## config.mk

```make
export PLATFORM = sky130hd
export DESIGN_NAME = tff_sync_counter
export DESIGN_NICKNAME = d
export VERILOG_FILES = /design/src/rtl/tff_sync_counter.sv
export SDC_FILE = /design/constraint.sdc
export NUM_CORES = 1
export LEC_CHECK = 0
export CAP_MARGIN = 5
export CORE_AREA = 8 8 45 47
export CTS_CLUSTER_DIAMETER = 200
export DETAILED_ROUTE_END_ITERATION = 7
export DIE_AREA = 0 0 53 55
export PLACE_DENSITY_LB_ADDON = 0.3
export SYNTH_ARGS = -nofsm -noshare
export SYNTH_HDL_FRONTEND = slang
export SYNTH_SLANG_ARGS = --single-unit
```

## constraint.sdc

```tcl
create_clock -name clk -period 2.53 [get_ports clk]
set_input_delay 0.253 -clock clk [delete_from_list [all_inputs] [get_ports clk]]
set_output_delay 0.253 -clock clk [all_outputs]
set_load 0.03 [all_outputs]
```

## src/rtl/tff_sync_counter.sv

```systemverilog
// tff_sync_counter: synchronous modulo-MOD up/down counter built from toggle flip-flops.
//
// Each bit carries its own toggle enable t[i] = q[i] ^ q_next[i] and updates as
// q[i] <= q[i] ^ t[i]. Provides a combinational terminal count (tc) and a registered
// wrap pulse that is coincident with the wrapped count value.
//
// Optional feature macro: TFFC_GRAY_OUT_EN
//   defined   -> adds registered output gray = Gray code of q, updated on the same edge.
//   undefined -> no gray port and no gray registers.
module tff_sync_counter #(
    parameter int unsigned WIDTH = 4,
    parameter int unsigned MOD   = 10
) (
    input  logic             clk,
    input  logic             reset,
    input  logic             en,
    input  logic             up,
    input  logic             load,
    input  logic [WIDTH-1:0] load_val,
    output logic [WIDTH-1:0] q,
    output logic             tc,
    output logic             wrap
`ifdef TFFC_GRAY_OUT_EN
    ,
    output logic [WIDTH-1:0] gray
`endif
);

    // Largest legal count. For MOD == 2**WIDTH this is all ones, so the up-step wrap
    // is plain binary overflow and no WIDTH+1 compare is ever needed.
    localparam logic [WIDTH-1:0] MAX_VAL = WIDTH'(MOD - 1);
    localparam logic [WIDTH-1:0] ONE     = WIDTH'(1);

    // Elaboration-time guard on the configuration range.
    if (WIDTH == 0 || WIDTH > 16) begin : g_bad_width
        $error("tff_sync_counter: WIDTH must be 1..16");
    end
    if (MOD < 2 || MOD > (32'd1 << WIDTH)) begin : g_bad_mod
        $error("tff_sync_counter: MOD must be 2..2**WIDTH");
    end

    logic             at_max;
    logic             at_zero;
    logic [WIDTH-1:0] load_clamped;
    logic [WIDTH-1:0] inc_val;
    logic [WIDTH-1:0] dec_val;
    logic [WIDTH-1:0] q_next;
    logic [WIDTH-1:0] t;
    logic             step_wrap;

    // Boundary detection on the current count.
    always_comb begin
        at_max  = (q == MAX_VAL);
        at_zero = (q == '0);
    end

    // Clamp out-of-range load values to the top of the count range so q never
    // leaves 0..MOD-1.
    always_comb begin
        load_clamped = load_val;
        if (load_val > MAX_VAL) begin
            load_clamped = MAX_VAL;
        end
    end

    // Modulo increment and decrement candidates.
    always_comb begin
        inc_val = at_max  ? '0      : (q + ONE);
        dec_val = at_zero ? MAX_VAL : (q - ONE);
    end

    // Next-state selection: load has priority over en, otherwise hold.
    always_comb begin
        q_next = q;
        if (load) begin
            q_next = load_clamped;
        end else if (en) begin
            q_next = up ? inc_val : dec_val;
        end
    end

    // Per-bit toggle enables; all zero whenever the count holds.
    always_comb begin
        t = q ^ q_next;
    end

    // A step that crosses the boundary in the selected direction. This is both the
    // terminal count and the condition that launches the wrap pulse.
    always_comb begin
        step_wrap = en & ~load & (up ? at_max : at_zero);
    end

    assign tc = step_wrap;

    // Toggle flip-flop array holding the count.
    always_ff @(posedge clk or negedge reset) begin
        if (!reset) begin
            q <= '0;
        end else begin
            for (int i = 0; i < int'(WIDTH); i++) begin
                q[i] <= q[i] ^ t[i];
            end
        end
    end

    // Wrap pulse register, high exactly in the cycle q shows the wrapped value.
    always_ff @(posedge clk or negedge reset) begin
        if (!reset) begin
            wrap <= 1'b0;
        end else begin
            wrap <= step_wrap;
        end
    end

`ifdef TFFC_GRAY_OUT_EN
    logic [WIDTH-1:0] gray_next;

    // Gray code of the next count so gray lines up with q on the same edge.
    always_comb begin
        gray_next = q_next ^ (q_next >> 1);
    end

    // Gray output register.
    always_ff @(posedge clk or negedge reset) begin
        if (!reset) begin
            gray <= '0;
        end else begin
            gray <= gray_next;
        end
    end
`endif

endmodule
```

==> impl_metrics.yaml <==
power_and_ir_drop:
  power_density_nw_per_um2: 513
  p_leak_nw: 0.244
  ir_worst_vdd_mv: 0.296
layout:
  stdcell_count: 85
  final_common_cell: "clkdlybuf4s50_1"
  syn_to_final_growth_pct: 39.2
  final_net_count: 82
  fillCellCount: 143
  diodes: 0
  mostFrequentLayoutCells: "clkdlybuf4s50_1, nor2_1, dfrtp_1, nand2_1"
  drive_gt1_frac: 0.101
worst_hold_path:
  hold_path_class: "primary input to asynchronous set/reset pin"
clocking:
  ctsHoldBuffers: 0
  cts_tree: "yes"
  clk_pin_slew_ns: 0.04
  cts_root_buf: "clkbuf_4"
  post_cts_resized: 0
  clock_path_buffers: 2
  cts_max_level: 1
  cts_setup_buffers: 0
  cts-buffers-inserted: 3
  clk_latency_ns: 0.24
  cts.sinks: 5
setup_path:
  cpPeakStageDelay_ns: 0.70
  crit_chain: "inv_1 > ha_1 > nand2_1 > a21oi_1 > clkdlybuf4s50_1"
  end_kind: "output port"
  critical-path-top-delay-family: "buffers and inverters"
  crit_buf_inv: 2
  slowest_stage: "clkdlybuf4s50_1"
  setup.worst_path.start: "q[0]"
  path_class: "flop to output port"
  r2r_start: "q[0]"
  worst-path-max-fanout: 7
  cp.required_ns: 2.28
  crit_arrival_ns: 2.00
  startpoint_type: "flop"
floorplan:
  initial_utilization: 0.321
  rows: 14
  die_h_um: 55
  pin_count: 15
  core_um2: 1380
  fp.dieW_um: 53
  die-area_um2: 2920
global_route:
  grt_usage: 0.0827
  grt_max_degree: 12
  antenna_found_initial: 0
  grt_pass1_vias: 421
  gr-total-overflow: 0
  grt_pass1_wl_um: 1760
route:
  wirelength_um: 1090
  wl_per_cell_um: 12.8
  drtIter0Drc: 4
  vias: 442
  viasPerCell: 5.20
  antenna_left: 0
  drtPass1Iterations: 4
  route.detailed.drc: 0
yosys:
  synth_edf_count: 0
  syn-num-nets: 65
  synth-seq-cells: 5
  async_flop_share: 1.00
  synth_cell_types: 30
  syn_inst: 53
  syn_area_um2: 444
  synth_warnings: 0
  yosysSeqAreaShare: 0.282
  avgSynthCellArea_um2: 8.38
  synth_ff_type: "dfrtp_1"
place:
  numPortBuffers: 14
  place_congestion: 0.815
  place_inst: 81
  hpwl_um: 876
sta:
  worstMarginPinSlew_ns: 0.392
  skew_ns: 0.00515
  rsz0062_at_grt: "no"
  finalCritPeriodShare: 0.890
  fin_crit_ns: 2.25
  slew_violations: 0
  final.setup.tns_ns: 0
  slew-limit-headroom: 0.738
  fmax_ghz: 0.444
  finalHoldViolations: 0
  setup_viol: 0
run_status:
  status: "completed"
job:
  drv_cap: 0
## logic make-up after synthesis
group,after synthesis,synth area share
buffers and inverters,7,0.0873
AOI/OAI and AO/OA,16,0.262
DFF,5,0.282
adders and majority gates,3,0.0845
and+or+nand+nor,20,0.245
xor gates and xnor gates,2,0.0394
## cell type report
cell class,instances,area (um^2),share of cell area
Inverter,3,11.3,0.0182
Timing Repair Buffer,16,155,0.251
Sequential cell,5,125,0.202
Tap cell,16,20.0,0.0324
Clock buffer,4,26.3,0.0425
Multi-Input combinational cell,41,280,0.453
## worst paths after layout
kind                            endpoint  slack, ns  depth (start not counted)
worst min-delay path                wrap       0.23                          1
worst max-delay path                  tc       0.28                          5
max in group asynchronous           q[1]       2.11                          1
worst min register to register      q[1]       0.67                          2
min in group clk                    wrap       0.62                          3
worst max register to register      q[2]       0.73                          6
## power breakdown
part            total, W  leakage (nW)  switching (W)  internal, W
sequential      0.000108        0.0624      0.0000193    0.0000886
combinational   0.000121         0.167      0.0000607    0.0000601
clock          0.0000883        0.0150      0.0000289    0.0000594
## sequential cells by signal, indices dropped and copies added (netlist names)
signal and count:
wrap 1, q 4
## cells in the mapped netlist (2+ instances only)
master / instances / area [um^2]
o21ai_1: 2 / 10.0
dfrtp_1: 5 / 125
a21oi_1: 3 / 15.0
nand2_1: 4 / 15.0
nor3b_1: 2 / 15.0
o21ai_0: 2 / 10.0
nor2b_1: 2 / 12.5
nand3_1: 3 / 15.0
nor2_1: 5 / 18.8
ha_1: 3 / 37.5
inv_1: 3 / 11.3
## layer usage
| layer | part of all wire | GRT usage | wire [um] |
|---|---|---|---|
| met3 | 0.038 | 0.0508 | 41 |
| met2 | 0.53 | 0.143 | 581 |
| met1 | 0.43 | 0.0856 | 463 |
| met4 | 0 | 0.0129 | 0 |
| met5 | 0 | 0 | 0 |
## metrics by stage
step | area [um^2] | setup WS, ns | util | hold WS (ns) | power, W
after global placement | 592 | 0.352 | 0.428 | 0.486 | 0.000230
after CTS | 618 | 0.256 | 0.447 | 0.227 | 0.000323
after global routing | 618 | 0.155 | 0.447 | 0.231 | 0.000347
after detailed placement | 592 | 0.322 | 0.428 | 0.487 | 0.000230
after floorplan | 444 | 0.712 | - | -0.0426 | 0.000187
final | 618 | 0.278 | 0.447 | 0.231 | 0.000317
## worst register-to-register path, stage by stage, from the launching register on
cell and delay, ns:
dfrtp_1 0.45, inv_1 0.11, ha_1 0.26, nor2b_2 0.18, a211oi_1 0.25, a2111oi_1 0.10
a311o_1 0.34
No activity file was read; power rests on OpenSTA's default activity.
